**config.mk**
```make
export PLATFORM = sky130hd
export DESIGN_NAME = pipe_hazard_ctrl
export DESIGN_NICKNAME = d
export VERILOG_FILES = /design/src/rtl/pipe_hazard_ctrl.sv
export SDC_FILE = /design/constraint.sdc
export NUM_CORES = 1
export LEC_CHECK = 0
export ABC_AREA = 1
export CORE_MARGIN = 1
export CORE_UTILIZATION = 40
export CTS_BUF_LIST = sky130_fd_sc_hd__clkbuf_2 sky130_fd_sc_hd__clkbuf_4 sky130_fd_sc_hd__clkbuf_8
export CTS_CLUSTER_DIAMETER = 40
export DETAILED_ROUTE_END_ITERATION = 12
export MAX_ROUTING_LAYER = met4
export PLACE_DENSITY = 0.71
export RECOVER_POWER = 25
export SLEW_MARGIN = 20
export SYNTH_ARGS = -nofsm -noshare
export SYNTH_HDL_FRONTEND = slang
export SYNTH_SLANG_ARGS = --single-unit
```
**constraint.sdc**
```tcl
create_clock -name Clock -period 3.1 [get_ports Clock]
set_input_delay 0.31 -clock Clock [delete_from_list [all_inputs] [get_ports Clock]]
set_output_delay 0.31 -clock Clock [all_outputs]
set_load 0.05 [all_outputs]
```
**src/rtl/pipe_hazard_ctrl.sv**
```systemverilog
`default_nettype none
// ============================================================================
//  Module      : pipe_hazard_ctrl
//  Description : Hazard and sequencing controller for a 5-stage MIPS pipeline:
//                forwarding selects, load-use stall, branch flush, memory-wait
//                freeze with timeout, and a saturating stall-cycle counter.
//  Revision    : 1.0 - initial release
// ============================================================================
module pipe_hazard_ctrl #(
    parameter int CNT_W       = 16,
    parameter int TO_W        = 8,
    parameter int MEM_TIMEOUT = 200
) (
    input  logic             Clock,
    input  logic             Resetn,
    input  logic [4:0]       rs_id,
    input  logic [4:0]       rt_id,
    input  logic             use_rs_id,
    input  logic             use_rt_id,
    input  logic             store_id,
    input  logic [4:0]       wn_exe,
    input  logic             wreg_exe,
    input  logic             m2reg_exe,
    input  logic [4:0]       wn_mem,
    input  logic             wreg_mem,
    input  logic             m2reg_mem,
    input  logic             branch_taken_id,
    input  logic             dmem_req_mem,
    input  logic             dmem_ack,
    output logic [1:0]       ADEPEN,
    output logic [1:0]       BDEPEN,
    output logic [1:0]       STOREDEPEN,
    output logic             pc_en,
    output logic             ifid_en,
    output logic             ifid_flush,
    output logic             idexe_en,
    output logic             idexe_bubble,
    output logic             exemem_en,
    output logic             memwb_bubble,
    output logic [CNT_W-1:0] stall_cnt,
    output logic             err,
    output logic [1:0]       state
);

    typedef enum logic [1:0] {
        ST_RUN     = 2'd0,
        ST_MEMWAIT = 2'd1,
        ST_ERR     = 2'd2
    } state_t;

    localparam logic [TO_W-1:0]  C_TIMEOUT = TO_W'(MEM_TIMEOUT);
    localparam logic [CNT_W-1:0] C_CNT_MAX = '1;

    state_t           r_state;
    logic [TO_W-1:0]  r_timer;
    logic [CNT_W-1:0] r_stall_cnt;
    logic             r_err;

    logic [1:0]       w_fwd_a;
    logic [1:0]       w_fwd_b;
    logic [1:0]       w_fwd_s;
    logic             w_loaduse;
    logic             w_memfreeze;
    logic             w_freeze;

    // Newest non-load producer wins; a load still in EXE cannot forward.
    function automatic logic [1:0] fwd_sel(
        input logic [4:0] src,
        input logic       gate,
        input logic [4:0] f_wn_exe,
        input logic       f_wreg_exe,
        input logic       f_m2reg_exe,
        input logic [4:0] f_wn_mem,
        input logic       f_wreg_mem,
        input logic       f_m2reg_mem
    );
        logic [1:0] sel;
        sel = 2'b00;
        if (gate && (src != 5'd0)) begin
            if (f_wreg_exe && !f_m2reg_exe && (f_wn_exe == src)) begin
                sel = 2'b01;
            end else if (f_wreg_mem && (f_wn_mem == src)) begin
                sel = f_m2reg_mem ? 2'b11 : 2'b10;
            end
        end
        return sel;
    endfunction

    always_comb begin
        w_fwd_a = fwd_sel(rs_id, use_rs_id, wn_exe, wreg_exe, m2reg_exe,
                          wn_mem, wreg_mem, m2reg_mem);
        w_fwd_b = fwd_sel(rt_id, use_rt_id, wn_exe, wreg_exe, m2reg_exe,
                          wn_mem, wreg_mem, m2reg_mem);
        w_fwd_s = fwd_sel(rt_id, store_id, wn_exe, wreg_exe, m2reg_exe,
                          wn_mem, wreg_mem, m2reg_mem);
    end

    always_comb begin
        w_loaduse = wreg_exe && m2reg_exe && (wn_exe != 5'd0) &&
                    ((use_rs_id && (wn_exe == rs_id)) ||
                     ((use_rt_id || store_id) && (wn_exe == rt_id)));
        w_memfreeze = dmem_req_mem && !dmem_ack;
    end

    // Once waiting, only the acknowledge releases the freeze.
    always_comb begin
        case (r_state)
            ST_RUN:     w_freeze = w_memfreeze;
            ST_MEMWAIT: w_freeze = !dmem_ack;
            default:    w_freeze = 1'b1;
        endcase
    end

    always_comb begin
        ADEPEN       = w_fwd_a;
        BDEPEN       = w_fwd_b;
        STOREDEPEN   = w_fwd_s;
        pc_en        = 1'b1;
        ifid_en      = 1'b1;
        ifid_flush   = 1'b0;
        idexe_en     = 1'b1;
        idexe_bubble = 1'b0;
        exemem_en    = 1'b1;
        memwb_bubble = 1'b0;
        if (!Resetn) begin
            ADEPEN       = 2'b00;
            BDEPEN       = 2'b00;
            STOREDEPEN   = 2'b00;
            pc_en        = 1'b0;
            ifid_en      = 1'b0;
            idexe_en     = 1'b0;
            idexe_bubble = 1'b1;
            exemem_en    = 1'b0;
            memwb_bubble = 1'b1;
        end else if (w_freeze) begin
            pc_en        = 1'b0;
            ifid_en      = 1'b0;
            idexe_en     = 1'b0;
            exemem_en    = 1'b0;
            memwb_bubble = 1'b1;
        end else if (w_loaduse) begin
            pc_en        = 1'b0;
            ifid_en      = 1'b0;
            idexe_bubble = 1'b1;
        end else begin
            ifid_flush   = branch_taken_id;
        end
    end

    always_ff @(posedge Clock) begin
        if (!Resetn) begin
            r_state     <= ST_RUN;
            r_timer     <= '0;
            r_stall_cnt <= '0;
            r_err       <= 1'b0;
        end else begin
            if (!pc_en && (r_stall_cnt != C_CNT_MAX)) begin
                r_stall_cnt <= r_stall_cnt + CNT_W'(1);
            end
            case (r_state)
                ST_RUN: begin
                    if (w_memfreeze) begin
                        r_state <= ST_MEMWAIT;
                        r_timer <= TO_W'(1);
                    end
                end
                ST_MEMWAIT: begin
                    if (dmem_ack) begin
                        r_state <= ST_RUN;
                        r_timer <= '0;
                    end else if (r_timer == C_TIMEOUT) begin
                        r_state <= ST_ERR;
                        r_err   <= 1'b1;
                    end else begin
                        r_timer <= r_timer + TO_W'(1);
                    end
                end
                ST_ERR: begin
                    r_err <= 1'b1;
                end
                default: begin
                    r_state <= ST_ERR;
                    r_err   <= 1'b1;
                end
            endcase
        end
    end

    assign stall_cnt = r_stall_cnt;
    assign err       = r_err;
    assign state     = r_state;

endmodule
`default_nettype wire

```
==> impl_metrics.toml <==
[clock_tree]
insertion_delay_ns = 0.27
clk_pin_slew_ns = 0.09
cts_tree = "yes"
clock_path_buffers = 2
cts_resized = 0
cts_num_sinks = 27
cts_buffers = 3
root_buffer = "clkbuf_8"
cts_max_level = 1
cts_setup_buffers = 0
cts_hold_buf = 0

[job]
cap_violations = 0

[finish]
diodes = 0
final_core_util_pct = 57.6
nNetsFinal = 409
drive_above_1_share_pct = 10.7
area_delta_synth_final_pct = 36.7

[placed_design]
io_buffers = 63
gp_congestion = 0.987
dpl.hpwl_mm = 4.23

[floorplan]
core_region_area_sq_um = 4750
io_pins = 64
die_h_um = 72.7
start_util_pct = 42.1
placementRows = 25
die_area_sq_um = 5290
die_w_um = 72.7

[logic_synthesis]
synth_cells = 312
synth_edf_count = 0
avgSynthCellArea_sq_um = 6.42
async_reset_ff_share_pct = 0
yosysSeqAreaShare_pct = 27.0
synth.distinct_cells = 33
syn_nets = 347
synth-seq-cells = 27
synth_warnings = 0
synth_area_sq_um = 2000
synth_ff_type = "dfxtp_1"

[power_and_ir_drop]
power.density_nw_per_um2 = 287
leakagePower_uw = 0.00113
vdd_drop_max_v = 0.000143

[sta]
hold_viol = 0
rsz0062_at_grt = "no"
fin_skew_ns = 0.00392
slew_headroom_pct = 23.0
finalSetupViolations = 0
period_minus_slack_ns = 2.73
fin_tns_setup_ns = 0
period_share_pct = 88.1
slew_violations = 0
fmax_mhz = 366
worst_pin_slew_ns = 1.16

[worst_setup_path]
crit_path_max_fanout = 4
crit_type = "in -> out"
worstSetupStartpointType = "input pin"
arrival_ns = 2.42
end_kind = "output port"
crit_required_ns = 2.79

[routing]
routed_wl_mm = 5.30
num_vias = 2153
avgViaCountPerCell = 4.89
drc = 0
first_pass_iters = 5
drt_iter0_markers = 85
wl_per_cell_um = 12.0
ant_nets = 0

[global_routing]
grt_overflow = 0
grt_start_max_net_pins = 21
grt_usage_pct = 21.8
grt_pass1_wl_mm = 8.82
antenna_found_initial = 0
grt_pass1_vias = 2019

[status]
status = "complete, no violations"

[hold_path]
hold_class = "reg -> reg"
-- final cells by class --
class / count / area [sq um]
clock buffers: 4 / 48.8
fillers: 493 / 2020
inverters: 41 / 154
multi-input cells: 235 / 1250
flip-flops and latches: 27 / 541
well taps: 67 / 83.8
repair buffers: 66 / 658
-- report_power, final --
part | total (uW) | internal (uW) | switching (uW) | leakage (uW)
registers | 359 | 352 | 7.07 | 0.000218
logic | 215 | 89.0 | 126 | 0.000882
clock network | 212 | 101 | 111 | 0.0000262
-- Yosys cell counts, types with 2 or more instances --
master     n  share of area (%)
nor2_1    32                6.0
inv_1     34                6.4
nand2_2    2               0.62
xor2_1    15                6.6
buf_4      2               0.75
ha_1       3                1.9
a21oi_1   15                3.7
nor4_1     4                1.2
inv_2      7                1.3
dfxtp_1   27                 27
nor2_2     2               0.62
nand3_1   35                8.8
clkbuf_1   2               0.38
nor3_1     7                1.7
a21oi_2   10                4.4
o21ai_1    5                1.2
buf_2      4                1.0
nand4_1    7                2.2
nand2_1   74                 14
xnor2_1    7                3.1
o21ai_0    5                1.2
nand2_4    2                1.1
-- state kept, by name (all words and copies together) (netlist names) --
register   count
err            1
state          2
r_timer        8
stall_cnt     16
-- cells by family (layout without fill, tap and decap cells) --
logic type / count (synthesis) / after routing / share of synthesized area, %
and+or+nand+nor: 171 / 171 / 38.9
buffers and inverters: 50 / 111 / 10.4
adders and majority gates: 3 / 3 / 1.88
xor gates and xnor gates: 22 / 22 / 9.63
AOI/OAI and AO/OA: 39 / 39 / 12.2
DFF: 27 / 27 / 27.0
-- critical path: stages --
cell,delay [ns]
clkdlybuf4s50_1,0.48
xor2_1,0.19
nor4_1,0.31
nand4_1,0.15
o21ai_1,0.16
clkdlybuf4s50_1,0.82
-- final timing paths --
kind | from | endpoint | slack, ns | depth (start not counted)
max reg2reg | stall_cnt[0] | stall_cnt[13] | 1.12 | 9
min | err | err | 0.48 | 2
min reg2reg | err | err | 0.48 | 2
max | rs_id[0] | ADEPEN[0] | 0.37 | 6
-- metal layers --
metal | track usage, % | share of wire (%) | up-vias
met3 | 5.11 | 5.2 | 11
met2 | 35.5 | 46 | 60
met1 | 26.7 | 47 | 948
met4 | 6.54 | 1.6 | 0
met5 | - | 0 | -
li1 | - | - | 1134
-- layout by cell type, fill, tap and decap left out, drive strengths merged --
cell type / n
clkbuf: 6
nand3: 35
nand2: 78
buf: 11
o221ai: 1
nor3b: 1
nor2: 35
dlygate4sd3: 8
xnor2: 7
or2: 3
nor3: 8
a21oi: 25
ha: 3
nand4: 7
inv: 41
o2111ai: 1
a21boi: 1
nor4: 4
clkdlybuf4s50: 45
xor2: 15
o211ai: 1
o21ai: 10
dfxtp: 27
-- per-stage QoR --
stage	power [uW]	instances	area [sq um]	setup WS, ns	hold WS, ns
floorplan	490	312	2000	0.176	0.461
global placement	582	436	2700	0.365	0.460
detailed placement	585	436	2700	0.368	0.474
CTS	800	440	2750	0.372	0.497
global route	827	440	2740	0.240	0.526
finish	786	440	2740	0.368	0.481
Note: power is estimated with default switching activity, not from simulation.
